[src/rtl/sram_fetch_ctrl.sv]
// rtl/sram_fetch_ctrl.sv - SRAM word fetcher feeding a packetizer through a 2-entry FIFO (optional err flag: SRAM_FETCH_ERR_EN)
module sram_fetch_ctrl #(
    parameter int ADDR_W    = 10,
    parameter int PKT_WORDS = 16
) (
    input  logic              clk,
    input  logic              reset,
    input  logic              start,
    input  logic [ADDR_W-1:0] base_addr,
    input  logic [7:0]        word_count,
    output logic              sram_cs,
    output logic [ADDR_W-1:0] sram_addr,
    input  logic [15:0]       sram_rdata,
    output logic [15:0]       word_out,
    output logic              word_valid,
    input  logic              word_ready,
    output logic              pkt_last,
    output logic              busy,
    output logic              done
`ifdef SRAM_FETCH_ERR_EN
    ,
    output logic              err
`endif
);

    localparam int BEAT_W = (PKT_WORDS > 1) ? $clog2(PKT_WORDS) : 1;

    typedef enum logic [1:0] {S_IDLE, S_FETCH, S_DRAIN, S_DONE} state_t;

    state_t              state_q, state_d;
    logic [ADDR_W-1:0]   addr_q;
    logic [7:0]          remaining_q;
    logic [7:0]          out_left_q;
    logic                inflight_q;
    logic [15:0]         fifo_mem [2];
    logic                wr_ptr_q;
    logic                rd_ptr_q;
    logic [1:0]          count_q;
    logic [BEAT_W-1:0]   beat_q;

    logic                accept;
    logic                push;
    logic                pop;
    logic [2:0]          occupancy;

    assign accept     = (state_q == S_IDLE) && start;
    assign push       = inflight_q;
    assign word_valid = (count_q != 2'd0);
    assign pop        = word_valid && word_ready;
    // Slots already claimed once this cycle's pop is accounted for
    assign occupancy  = {2'b00, inflight_q} + {1'b0, count_q} - {2'b00, pop};
    assign sram_cs    = (state_q == S_FETCH) && (remaining_q != 8'd0) && (occupancy < 3'd2);
    assign sram_addr  = addr_q;
    assign word_out   = word_valid ? fifo_mem[rd_ptr_q] : 16'h0000;
    assign pkt_last   = word_valid && ((beat_q == BEAT_W'(PKT_WORDS - 1)) || (out_left_q == 8'd1));
    assign busy       = (state_q == S_FETCH) || (state_q == S_DRAIN);
    assign done       = (state_q == S_DONE);

    // Next-state selection for the transfer sequencer
    always_comb begin
        state_d = state_q;
        case (state_q)
            S_IDLE:  if (start) state_d = (word_count != 8'd0) ? S_FETCH : S_DONE;
            S_FETCH: if (sram_cs && (remaining_q == 8'd1)) state_d = S_DRAIN;
            S_DRAIN: if ((count_q == 2'd0) && !inflight_q) state_d = S_DONE;
            S_DONE:  state_d = S_IDLE;
            default: state_d = S_IDLE;
        endcase
    end

    // State register
    always_ff @(posedge clk or negedge reset) begin
        if (!reset) state_q <= S_IDLE;
        else        state_q <= state_d;
    end

    // Address/remaining counters, read pipeline, FIFO and beat tracking
    always_ff @(posedge clk or negedge reset) begin
        if (!reset) begin
            addr_q      <= '0;
            remaining_q <= 8'd0;
            out_left_q  <= 8'd0;
            inflight_q  <= 1'b0;
            fifo_mem[0] <= 16'h0000;
            fifo_mem[1] <= 16'h0000;
            wr_ptr_q    <= 1'b0;
            rd_ptr_q    <= 1'b0;
            count_q     <= 2'd0;
            beat_q      <= '0;
        end else begin
            if (accept) begin
                addr_q      <= base_addr;
                remaining_q <= word_count;
            end else if (sram_cs) begin
                addr_q      <= addr_q + 1'b1;
                remaining_q <= remaining_q - 8'd1;
            end
            if (accept)   out_left_q <= word_count;
            else if (pop) out_left_q <= out_left_q - 8'd1;
            inflight_q <= sram_cs;
            if (push) begin
                fifo_mem[wr_ptr_q] <= sram_rdata;
                wr_ptr_q           <= ~wr_ptr_q;
            end
            if (pop) rd_ptr_q <= ~rd_ptr_q;
            count_q <= count_q + {1'b0, push} - {1'b0, pop};
            if (state_q == S_DONE) beat_q <= '0;
            else if (pop)          beat_q <= beat_q + 1'b1;
        end
    end

`ifdef SRAM_FETCH_ERR_EN
    // Sticky flag for a start request arriving while a transfer is active
    always_ff @(posedge clk or negedge reset) begin
        if (!reset)                          err <= 1'b0;
        else if (start && (state_q != S_IDLE)) err <= 1'b1;
    end
`endif

endmodule

[config.mk]
export PLATFORM = sky130hd
export DESIGN_NAME = sram_fetch_ctrl
export DESIGN_NICKNAME = d
export VERILOG_FILES = /design/src/rtl/sram_fetch_ctrl.sv
export SDC_FILE = /design/constraint.sdc
export NUM_CORES = 1
export LEC_CHECK = 0
export CAP_MARGIN = 10
export CORE_UTILIZATION = 50
export CTS_BUF_LIST = sky130_fd_sc_hd__clkbuf_16
export CTS_CLUSTER_SIZE = 16
export DETAILED_ROUTE_END_ITERATION = 10
export PLACE_DENSITY = 0.83
export SETUP_SLACK_MARGIN = 0.4
export SYNTH_ARGS = -nofsm -noshare
export SYNTH_HDL_FRONTEND = slang
export SYNTH_SLANG_ARGS = --single-unit
[constraint.sdc]
create_clock -name clk -period 8.8 [get_ports clk]
set_input_delay 1.76 -clock clk [delete_from_list [all_inputs] [get_ports clk]]
set_output_delay 1.76 -clock clk [all_outputs]
set_load 0.1 [all_outputs]
==> results.txt <==
Slowest cell on the critical path: or3_1
Chip Height: 87.4 um
TritonRoute pass-1 iters: 4
Hold_buf cts: 0
Synthesized net count: 403
Critical path type: input port to output pin
Worst-path fanout max: 25
Startpoint types: input port
Syn avg cell area: 10.4 um^2
Die X: 87.4 um
H-tree levels: 3
Max-slew violation count: 0
Slew @ Worst Pin: 1.00 ns
Setup Fix Bufs, Post-CTS: 0
CTS root buf: clkbuf_16
WHS: 0.502 ns
Yosys cell types: 42
CP required: 7.04 ns
Starting DRT DRC Count: 148
Total wire length: 8000 um
Arr. time, crit path: 5.32 ns
CP max stage delay: 0.64 ns
Top FF cell, synth: dfrtp_1
Delay-heaviest family, CP: simple AND/OR/NAND/NOR gates
Ratio of cells with drive above 1 in the final layout: 12.9%
Relative slew slack: 33.1%
Total GRT Usage: 22.8%
Initial antenna violation count: 0
Clk sink count: 69
Synthesized flop and latch total: 69
Final-report setup violation count: 0
Register area share after synthesis: 47.3%
Clk_skew: 0.00555 ns
Worst-Skew Late Latency: 0.33 ns
PostCTS Resize Cnt: 0
Post-synthesis async set-or-reset flop share: 100%
CP Capture Type: output pin
Worst Hold Class: register to register
Max-Cap Viols: 0
Placer congestion estimate: 0.831
TritonCTS clock tree: yes
Antenna viol nets, final: 0
Status: complete, no violations
Mapped cell area: 3650 um^2
EDFF count, synth: 0
I/O pins: 69
WL per Instance: 15.5 um
Layout net count: 468
Largest net degree at the start of global routing: 70
Vias after detailed routing: 2934
Core Area: 6910 um^2
First-pass GRT wire length: 13200 um
Tcrit/Tclk final: 80.4%
Area grow syn2layout: 29.0%
Die area: 7640 um^2
Fin crit period: 7.08 ns
Fillcell total: 545
Routed vias/inst: 5.69
Endpoints failing hold: 0
Num rows: 30
Port Buffer Count: 68
Synth warn: 0
DRC: 0
Cells along the critical path: clkdlybuf4s50_1 > o21ai_0 > inv_1 > ha_1 > inv_1 > ha_1 > fa_1 > xnor2_2 > or3_1 > nor2_1 > buf_4
Max Buffers Root-to-Sink: 2
Syn Inst Count: 350
Num CTS Buffers: 9
Starting Density: 52.8%
Vias in the first global route: 2792
Antenna diodes: 0
RSZ-0062 raised after global routing: false
Total grt overflow: 0
Dpl hpwl: 5600 um
Commonest non-fill, non-tap cell in the layout: dfrtp_1
Crit path buf inv count: 4
Fmax: 0.141 GHz
Worst-path clk slew: 0.05 ns
Setup TNS: 0 ns
Most frequent cells in the layout: 69 x dfrtp_1, 66 x clkdlybuf4s50_1, 48 x nor2_1
## flip-flops by register name (all words and copies together) (netlist names)
register / flops
beat_q: 4
count_q: 2
fifo_mem: 32
inflight_q: 1
out_left_q: 8
rd_ptr_q: 1
remaining_q: 8
sram_addr: 10
state_q: 2
wr_ptr_q: 1
## stage by stage
step / setup WS (ns) / util [%] / cells / area (um^2)
global placement: 1.92 / 63.5 / 500 / 4390
finish: 1.72 / 68.1 / 516 / 4700
detailed placement: 1.79 / 63.5 / 500 / 4390
global route: 1.50 / 68.1 / 516 / 4700
floorplan: 1.80 / - / 350 / 3650
CTS: 1.75 / 68.1 / 516 / 4700
## final cells by class
| class | instances | area [um^2] | share of cell area [%] |
|---|---|---|---|
| Tap cell | 96 | 120 | 2.55 |
| Inverter | 16 | 60.1 | 1.28 |
| Timing Repair Buffer | 72 | 703 | 15.0 |
| Clock buffer | 9 | 225 | 4.79 |
| Clock inverter | 7 | 90.1 | 1.92 |
| Sequential cell | 69 | 1730 | 36.7 |
| Multi-Input combinational cell | 247 | 1780 | 37.8 |
## cell usage after synthesis (6+ instances only)
master / instances / share of area [%]
clkbuf_1: 12 / 1.2
mux2i_1: 17 / 4.7
a21oi_1: 11 / 1.5
nor2_1: 48 / 4.9
xor2_1: 7 / 1.7
inv_1: 16 / 1.6
mux2_2: 32 / 9.9
nor4_1: 6 / 1.0
o31ai_1: 8 / 1.6
ha_1: 14 / 4.8
or4_1: 9 / 1.9
a31oi_1: 13 / 2.2
nand3_1: 15 / 2.1
dfrtp_1: 69 / 47
nand2_1: 14 / 1.4
## final timing paths
path                       cells past startpoint                     start                        to  slack (ns)
max                                           11                word_ready                   sram_cs        1.72
min                                            1  fifo_mem[24]$_DFFE_PN0P_  fifo_mem[24]$_DFFE_PN0P_        0.50
max reg2reg                                   10      count_q[1]$_DFF_PN0_  sram_addr[3]$_DFFE_PN0P_        5.02
min reg2reg                                    1  fifo_mem[24]$_DFFE_PN0P_  fifo_mem[24]$_DFFE_PN0P_        0.50
max in group asynchronous                      2                     reset  sram_addr[8]$_DFFE_PN0P_        6.62
min in group asynchronous                      2                     reset  fifo_mem[18]$_DFFE_PN0P_        1.63
## cells by family (layout without fill, tap and decap cells)
group	count (synthesis)	after routing	synth area share [%]
buf+inv	34	104	3.91
simple gates	118	118	16.0
compound gates	52	52	9.54
fa+ha+maj	15	15	5.35
xor+xnor	13	13	3.33
mux	49	49	14.5
flops	69	69	47.3
## routing by layer
metal  track usage [%]  vias to the layer above  wire, um
met5                 0                        -         0
met4              10.1                        0       152
met3              3.70                       15       479
met2              38.0                      119      3930
met1              29.4                     1398      3440
li1                  -                     1402         -
Power is left out: the tool's default activity adds up to more than one toggle a clock period on the data nets, which glitch-free logic cannot reach.
